`src/rtl/calc1_port_driver.sv`:
```
// Requester-side driver for one calc1 port: host operation FIFO, two-cycle request
// serializer, single outstanding op with response/timeout capture. Option: CALC1_DRV_CMD_CHECK_EN.
module calc1_port_driver #(
  parameter int unsigned FIFO_DEPTH = 4,
  parameter int unsigned TIMEOUT    = 15
) (
  input  logic        c_clk,
  input  logic        reset,
  input  logic        host_valid,
  output logic        host_ready,
  input  logic [0:3]  host_cmd,
  input  logic [0:31] host_op1,
  input  logic [0:31] host_op2,
  output logic [0:3]  req_cmd_out,
  output logic [0:31] req_data_out,
  input  logic [0:1]  out_resp_in,
  input  logic [0:31] out_data_in,
  output logic        res_valid,
  output logic [0:1]  res_resp,
  output logic [0:31] res_data,
  output logic        res_timeout,
  output logic        busy,
  output logic        err_spurious
);

  localparam int unsigned PTR_W  = $clog2(FIFO_DEPTH);
  localparam int unsigned CNT_W  = $clog2(FIFO_DEPTH + 1);
  localparam int unsigned TMO_W  = 8;
  localparam int unsigned CMD_W  = 4;
  localparam int unsigned DATA_W = 32;
  localparam int unsigned RESP_W = 2;

  typedef struct packed {
    logic [0:CMD_W-1]  cmd;
    logic [0:DATA_W-1] op1;
    logic [0:DATA_W-1] op2;
  } op_t;

  typedef enum logic [2:0] {
    S_IDLE,
    S_SEND1,
    S_SEND2,
    S_WAIT,
    S_DONE
  } state_t;

`ifdef CALC1_DRV_CMD_CHECK_EN
  function automatic logic cmd_supported(input logic [0:CMD_W-1] cmd);
    return (cmd == CMD_W'(1)) || (cmd == CMD_W'(2)) ||
           (cmd == CMD_W'(5)) || (cmd == CMD_W'(6));
  endfunction
`endif

  op_t               mem [FIFO_DEPTH];
  logic [PTR_W-1:0]  wr_ptr, rd_ptr;
  logic [CNT_W-1:0]  count, count_nxt;
  logic              push_c, pop_c;
  op_t               head_c;

  state_t            state, state_nxt;
  logic [TMO_W-1:0]  wait_cnt, wait_cnt_nxt;
  logic [0:DATA_W-1] op2_q, op2_nxt;
  logic [0:CMD_W-1]  req_cmd_nxt;
  logic [0:DATA_W-1] req_data_nxt;
  logic              res_valid_nxt;
  logic [0:RESP_W-1] res_resp_nxt;
  logic [0:DATA_W-1] res_data_nxt;
  logic              res_timeout_nxt;
  logic              busy_nxt;
  logic              host_ready_nxt;
  logic              err_spurious_nxt;

  assign push_c = host_valid && host_ready;
  assign head_c = mem[rd_ptr];

  // Occupancy after this cycle's push/pop
  always_comb begin
    count_nxt = count;
    if (push_c && !pop_c) begin
      count_nxt = count + CNT_W'(1);
    end else if (!push_c && pop_c) begin
      count_nxt = count - CNT_W'(1);
    end
  end

  // Entry storage carries no reset; validity is tracked by count
  always_ff @(posedge c_clk) begin
    if (push_c) begin
      mem[wr_ptr] <= '{cmd: host_cmd, op1: host_op1, op2: host_op2};
    end
  end

  always_ff @(posedge c_clk or posedge reset) begin
    if (reset) begin
      wr_ptr <= '0;
      rd_ptr <= '0;
      count  <= '0;
    end else begin
      if (push_c) wr_ptr <= wr_ptr + PTR_W'(1);
      if (pop_c)  rd_ptr <= rd_ptr + PTR_W'(1);
      count <= count_nxt;
    end
  end

  // Next state plus next value of every registered output
  always_comb begin
    state_nxt       = state;
    pop_c           = 1'b0;
    wait_cnt_nxt    = wait_cnt;
    op2_nxt         = op2_q;
    req_cmd_nxt     = '0;
    req_data_nxt    = '0;
    res_valid_nxt   = 1'b0;
    res_resp_nxt    = res_resp;
    res_data_nxt    = res_data;
    res_timeout_nxt = res_timeout;

    case (state)
      S_IDLE: begin
        if (count != '0) begin
          pop_c = 1'b1;
`ifdef CALC1_DRV_CMD_CHECK_EN
          if (!cmd_supported(head_c.cmd)) begin
            state_nxt       = S_DONE;
            res_valid_nxt   = 1'b1;
            res_resp_nxt    = RESP_W'(3);
            res_data_nxt    = '0;
            res_timeout_nxt = 1'b0;
          end else begin
            state_nxt    = S_SEND1;
            req_cmd_nxt  = head_c.cmd;
            req_data_nxt = head_c.op1;
            op2_nxt      = head_c.op2;
          end
`else
          state_nxt    = S_SEND1;
          req_cmd_nxt  = head_c.cmd;
          req_data_nxt = head_c.op1;
          op2_nxt      = head_c.op2;
`endif
        end
      end
      S_SEND1: begin
        state_nxt    = S_SEND2;
        req_data_nxt = op2_q;
      end
      S_SEND2: begin
        state_nxt    = S_WAIT;
        wait_cnt_nxt = '0;
      end
      S_WAIT: begin
        // A response arriving on the last allowed cycle beats the timeout
        if (out_resp_in != '0) begin
          state_nxt       = S_DONE;
          res_valid_nxt   = 1'b1;
          res_resp_nxt    = out_resp_in;
          res_data_nxt    = out_data_in;
          res_timeout_nxt = 1'b0;
        end else if (wait_cnt == TMO_W'(TIMEOUT - 1)) begin
          state_nxt       = S_DONE;
          res_valid_nxt   = 1'b1;
          res_resp_nxt    = '0;
          res_data_nxt    = '0;
          res_timeout_nxt = 1'b1;
        end else begin
          wait_cnt_nxt = wait_cnt + TMO_W'(1);
        end
      end
      S_DONE: begin
        state_nxt = S_IDLE;
      end
      default: begin
        state_nxt = S_IDLE;
      end
    endcase
  end

  assign busy_nxt         = (state_nxt != S_IDLE) || (count_nxt != '0);
  assign host_ready_nxt   = (count_nxt != CNT_W'(FIFO_DEPTH));
  assign err_spurious_nxt = err_spurious || ((out_resp_in != '0) && (state != S_WAIT));

  always_ff @(posedge c_clk or posedge reset) begin
    if (reset) begin
      state        <= S_IDLE;
      wait_cnt     <= '0;
      op2_q        <= '0;
      req_cmd_out  <= '0;
      req_data_out <= '0;
      res_valid    <= 1'b0;
      res_resp     <= '0;
      res_data     <= '0;
      res_timeout  <= 1'b0;
      busy         <= 1'b0;
      host_ready   <= 1'b1;
      err_spurious <= 1'b0;
    end else begin
      state        <= state_nxt;
      wait_cnt     <= wait_cnt_nxt;
      op2_q        <= op2_nxt;
      req_cmd_out  <= req_cmd_nxt;
      req_data_out <= req_data_nxt;
      res_valid    <= res_valid_nxt;
      res_resp     <= res_resp_nxt;
      res_data     <= res_data_nxt;
      res_timeout  <= res_timeout_nxt;
      busy         <= busy_nxt;
      host_ready   <= host_ready_nxt;
      err_spurious <= err_spurious_nxt;
    end
  end

endmodule

```
`config.mk`:
```
export PLATFORM = sky130hd
export DESIGN_NAME = calc1_port_driver
export DESIGN_NICKNAME = d
export VERILOG_FILES = /design/src/rtl/calc1_port_driver.sv
export SDC_FILE = /design/constraint.sdc
export NUM_CORES = 1
export LEC_CHECK = 0
export BUFFER_PORTS_ARGS = -buffer_cell sky130_fd_sc_hd__buf_4
export CAP_MARGIN = 25
export CORE_MARGIN = 8
export CORE_UTILIZATION = 56
export CTS_CLUSTER_DIAMETER = 150
export DETAILED_ROUTE_END_ITERATION = 12
export GPL_ROUTABILITY_DRIVEN = 0
export PLACE_DENSITY_LB_ADDON = 0.3
export SYNTH_ARGS = -nofsm -noshare
export SYNTH_HDL_FRONTEND = slang
export SYNTH_SLANG_ARGS = --single-unit
```
`constraint.sdc`:
```
create_clock -name c_clk -period 4.64 [get_ports c_clk]
set_clock_uncertainty 0.15 [all_clocks]
set_input_delay 0.232 -clock c_clk [delete_from_list [all_inputs] [get_ports c_clk]]
set_output_delay 0.232 -clock c_clk [all_outputs]
set_load 0.02 [all_outputs]
```
==> impl_metrics.toml, run 1 <==
[status]
status = "complete, no violations"

[route]
ant_nets = 0
drt-total-wl_um = 31200
drt_pass1_iterations = 4
vias_per_cell = 5.65
num_vias = 8095
drc = 0
detail_route.wl_per_cell_um = 21.8
drtIter0Drc = 524

[worst_setup_path]
rr_endpoint = "count[1]$_DFF_PP0_"
worst-path-max-fanout = 40
r2r_cells = 6
path_cells = "inv_1, ha_1, nand2b_1, nand2_2, maj3_1, o22ai_1"
critPathBufInv = 1
arrival_ns = 2.92
rrSetupSlack_ns = 2.00
cp_slowest_stage_delay_ns = 0.63
required_ns = 4.91
r2r-start = "count[0]$_DFF_PP0_"
cp_slowest_cell = "nand2_2"
critical_path.top_delay_family = "simple AND/OR/NAND/NOR gates"
crit_path_end_kind = "flop"
path_depth = 6
start_kind = "flop"
path_class = "reg -> reg"

[synthesis]
syn_area_mm2 = 0.0147
synth_edf_count = 272
synth_cells = 773
ys_seq_area_share_pct = 76.8
yosysWarnings = 0
async_flop_share_pct = 31.5
synth-seq-cells = 397
synth_cell_types = 51
synth_area_per_cell_um2 = 19.0
syn_nets = 887
synth_ff_type = "edfxtp_1"

[cells_and_area]
layout.cells.non_filler = 1432
fin_nets = 1182
num_antenna_cells = 0
seq_area_mm2 = 0.0113
drive_gt1_share_pct = 30.7
nFillCells = 1488
fin_area_mm2 = 0.0188
multi_input_area_mm2 = 0.00320
syn2layout_area_growth_pct = 27.5

[sta]
slew_headroom_pct = 33.7
tns_ns = 0
timing.fmax_ghz = 0.378
hold_ws_ns = 0.115
period_share_pct = 57.0
grt_setup_unrepaired = "false"
worst_pin_slew_ns = 0.991
hold_viol = 0
period_minus_slack_ns = 2.64
final-max-slew-violation-count = 0
setup_viol = 0

[floorplanning]
row_count = 59
die_area_mm2 = 0.0317
die_y_um = 178
die_w_um = 178
start_util_pct = 56.8
coreArea_mm2 = 0.0259
io_pins = 180

[pwr]
ir_worst_vdd_v = 0.000521
power.leakage_nw = 7.33
power.density_mw_per_mm2 = 634

[place]
placed_cell_area_mm2 = 0.0165
numPortBuffers = 179
dp_cells = 1257
dp_hpwl_um = 17400

[global_route]
track_usage_pct = 19.6
grt_overflow = 0
grt_pass1_wl_um = 48000
grt_start_max_net_pins = 83
grt_pass1_vias = 8542
antenna_found_initial = 0

[clock_tree]
htreeDepth = 2
cts_resized = 0
clock_tree.root_cell = "clkbuf_16"
numCtsBuffers = 39
clk_latency_ns = 0.51
cts_tree = "done"
ctsLongestPathBuffers = 3
clock-sinks = 397
clkSlewWorstSetupHoldPaths_ns = 0.06

[run]
max_cap_viol_count = 0

[hold_path]
hold_path_depth = 5
hold_end = "host_ready$_DFF_PP1_"
hold_start = "host_valid"
hp-class = "in -> reg"
## state kept, by name (all words and copies together) (netlist names)
name          flops
rd_ptr            2
mem             272
wait_cnt          8
req_data_out     32
count             3
state             3
res_valid         1
host_ready        1
busy              1
req_cmd_out       4
wr_ptr            2
err_spurious      1
res_timeout       1
op2_q            32
res_resp          2
res_data         32
## how the worst max path moves through the flow
stage | startpoint | slack, ns | end
after global routing | count[0]$_DFF_PP0_ | 1.79 | count[1]$_DFF_PP0_
final | count[0]$_DFF_PP0_ | 2.00 | count[1]$_DFF_PP0_
after detailed placement | count[0]$_DFF_PP0_ | 1.99 | count[1]$_DFF_PP0_
after floorplan | reset | 0.93 | busy$_DFF_PP0_
after CTS | count[0]$_DFF_PP0_ | 1.97 | count[1]$_DFF_PP0_
after global placement | count[0]$_DFF_PP0_ | 1.93 | req_data_out[27]$_DFF_PP0_
## metal layers
layer / vias to the layer above / share of wire, % / GRT usage (%)
li1: 3604 / - / -
met1: 4121 / 42 / 26.1
met2: 321 / 49 / 32.9
met3: 49 / 8.1 / 3.96
met4: 0 / 1.8 / 5.11
met5: - / 0 / 0
## cell usage after synthesis (2+ instances only)
cell | instances | area (µm²)
edfxtp_1 | 272 | 8170
dfrtp_1 | 124 | 3100
nand2_1 | 104 | 390
mux4_2 | 68 | 1530
a22o_1 | 66 | 578
buf_2 | 21 | 105
clkbuf_1 | 14 | 52.6
inv_1 | 11 | 41.3
ha_1 | 9 | 113
and3_1 | 8 | 50.1
nor2_1 | 8 | 30.0
nand3_1 | 7 | 35.0
xnor2_1 | 7 | 61.3
o31ai_1 | 5 | 37.5
a21oi_1 | 4 | 20.0
buf_4 | 4 | 30.0
o21ai_0 | 3 | 15.0
and2_1 | 2 | 12.5
nand3b_1 | 2 | 15.0
o211ai_1 | 2 | 15.0
o311ai_0 | 2 | 17.5
## layout make-up
| class | count | share of cell area [%] |
|---|---|---|
| Clock buffer | 56 | 5.76 |
| Clock inverter | 14 | 0.674 |
| Inverter | 11 | 0.247 |
| Multi-Input combinational cell | 324 | 17.1 |
| Sequential cell | 397 | 60.3 |
| Tap cell | 335 | 2.23 |
| Timing Repair Buffer | 295 | 13.8 |
## what timing repair did
item / CTS / global route
hold endpoints to repair: 389 / 0
buffers inserted: 0 / 0
hold buffers: 103 / 0
## power by group
part	switching (W)	internal [W]	total, W
sequential	0.000470	0.00476	0.00523
combinational	0.00196	0.00172	0.00368
clock	0.00125	0.00173	0.00299
## worst reg2reg max path, cell delays in order (launching register included)
cell and delay (ns):
dfrtp_1 0.44, inv_1 0.11, ha_1 0.21, nand2b_1 0.24, nand2_2 0.63, maj3_1 0.62
o22ai_1 0.15
## through the flow
step / total power (W) / worst slack (ns) / util [%]
5_1_grt: 0.0125 / 1.79 / 72.4
3_3_place_gp: 0.00873 / 1.93 / 63.2
3_5_place_dp: 0.00888 / 1.99 / 63.6
4_1_cts: 0.0119 / 1.97 / 72.2
2_1_floorplan: 0.00762 / 0.932 / -
6_report: 0.0119 / 2.00 / 72.4
## cell families (layout without fill, tap and decap cells)
group | after synthesis | count (layout) | share of synthesized area (%)
AND/OR/NAND/NOR | 146 | 146 | 4.59
flip-flops | 397 | 397 | 76.8
multiplexers | 69 | 69 | 10.5
XOR/XNOR | 7 | 7 | 0.417
adder cells (fa/ha/maj) | 10 | 10 | 0.834
buffers and inverters | 52 | 376 | 1.67
AO/OA/AOI/OAI | 92 | 92 | 5.21
## cell usage in the layout (no fill, tap or decap), types with 10 or more instances in the layout
cell type | Yosys | final
a22o_1 | 66 | 66
buf_4 | 4 | 185
clkbuf_1 | 14 | 13
clkbuf_16 | 0 | 39
dfrtp_1 | 124 | 122
dlygate4sd3_1 | 0 | 103
edfxtp_1 | 272 | 272
inv_1 | 11 | 10
mux4_2 | 68 | 68
nand2_1 | 104 | 103
Power figures use the tool's default switching activity.
==> run 2, diff against run 1 <==
CORE_UTILIZATION = 52   (was 56)
clock period = 2.2 ns   (was 4.64 ns; I/O delays follow)
==> impl_metrics.toml, run 2 (synthesis results as in run 1) <==
[sta]
setup_viol = 0
worst_pin_slew_ns = 0.488
grt_setup_unrepaired = "false"
timing.fmax_ghz = 0.497
hold_ws_ns = 0.163
hold_viol = 0
final-max-slew-violation-count = 0
period_share_pct = 91.4
period_minus_slack_ns = 2.01
tns_ns = 0
slew_headroom_pct = 67.4

[global_route]
grt_start_max_net_pins = 69
grt_pass1_wl_um = 50300
grt_overflow = 0
grtUsageMet3_pct = 3.72
busiest_layer = "met2"
grtUsageMet1_pct = 25.0
use_met2_pct = 32.7
grt_pass1_vias = 8906
antenna_found_initial = 2
track_usage_pct = 19.2

[floorplanning]
die_y_um = 184
die_w_um = 184
start_util_pct = 52.8
row_count = 61
coreArea_mm2 = 0.0279
io_pins = 180
die_area_mm2 = 0.0339

[worst_setup_path]
critPathBufInv = 2
arrival_ns = 2.32
worst-path-max-fanout = 37
path_cells = "inv_1, ha_1, nand2b_1, and2_4, buf_12, nand2_1, nand2_1"
cp_slowest_stage_delay_ns = 0.45
critical_path.top_delay_family = "simple AND/OR/NAND/NOR gates"
start_kind = "flop"
path_class = "reg -> reg"
required_ns = 2.51
cp_common_cell = "nand2_1"
crit_path_end_kind = "flop"
cp_slowest_cell = "dfrtp_1"

[clock_tree]
clock-sinks = 397
clock_tree.root_cell = "clkbuf_16"
htreeDepth = 2
cts_tree = "done"
clk_latency_ns = 0.53
numCtsBuffers = 40
ctsLongestPathBuffers = 3
post-cts-setup-buffer-count = 0
clkSlewWorstSetupHoldPaths_ns = 0.06

[cells_and_area]
final_common_cell = "edfxtp_1"
drive_gt1_share_pct = 31.7
regMostFlops = "mem"
largest_reg_flops = 272
fin_util_pct = 68.8
fin_nets = 1204
syn2layout_area_growth_pct = 30.4
mostFrequentLayoutCells = "272 x edfxtp_1, 193 x buf_4, 122 x dfrtp_1"
layout.cells.non_filler = 1503

[route]
num_vias = 8164
drt_pass1_iterations = 5
vias_per_cell = 5.43
drt-total-wl_um = 32100
ant_nets = 0
detail_route.wl_per_cell_um = 21.3
drtIter0Drc = 488
drc = 0

[run]
max_cap_viol_count = 0

[place]
dp_cells = 1321
dp_hpwl_um = 19000
numPortBuffers = 179

[pwr]
power_w = 0.0257
power.density_mw_per_mm2 = 1340
ir_worst_vdd_v = 0.00101
power.leakage_nw = 7.49

[status]
status = "complete, no violations"

[hold_path]
hp-class = "in -> reg"
==> run 2: cell types whose count changed in the layout (fill, tap and decap cells not counted), sizes merged <==
| cell | change |
|---|---|
| clkbuf | +1 |
| inv | -1 |
| diode | +3 |
| buf | +19 |
| clkinv | +3 |
| clkinvlp | +1 |
| dlygate4sd3 | +2 |
==> run 2: stage by stage <==
step	worst slack [ns]	area, µm²
after floorplan	0.0713	14700
after global placement	0.202	16800
after detailed placement	0.188	16800
after CTS	0.162	19200
after global routing	0.00807	19200
final	0.189	19200
==> run 2: metal layers <==
layer | vias up | part of all wire, %
met1 | 4191 | 41
met2 | 282 | 51
li1 | 3657 | -
met4 | 0 | 1.4
met5 | - | 0
met3 | 34 | 6.1
==> run 2: power breakdown <==
group	switching [W]	internal, W
Combinational	0.00421	0.00391
Sequential	0.00101	0.0100
Clock	0.00272	0.00382
Total	0.00794	0.0178
==> run 2: area by class of cell <==
cell class | count | area (µm²)
flip-flops and latches | 397 | 11300
fillers | 1734 | 8680
multi-input cells | 324 | 3200
repair buffers | 316 | 2860
clock buffers | 57 | 1120
well taps | 378 | 473
clock inverters | 17 | 159
inverters | 11 | 45.0
diodes | 3 | 7.51
==> run 2: path summary, 6_finish.rpt <==
kind | startpoint | endpoint | slack (ns) | depth (start not counted)
setup / recovery | count[0]$_DFF_PP0_ | op2_q[21]$_DFFE_PP0P_ | 0.19 | 7
hold / removal | host_op1[31] | mem[3][32]$_DFFE_PP_ | 0.16 | 2
setup reg to reg | count[0]$_DFF_PP0_ | op2_q[21]$_DFFE_PP0P_ | 0.19 | 7
hold reg to reg | op2_q[9]$_DFFE_PP0P_ | op2_q[9]$_DFFE_PP0P_ | 0.33 | 2
max in group asynchronous | reset | req_data_out[13]$_DFF_PP0_ | 0.74 | 5
min in group asynchronous | reset | req_cmd_out[1]$_DFF_PP0_ | 0.50 | 4
==> run 2: what timing repair did <==
action                    CTS  global route
hold endpoints to repair  454             0
resized for setup           0             0
hold buffers              105             0
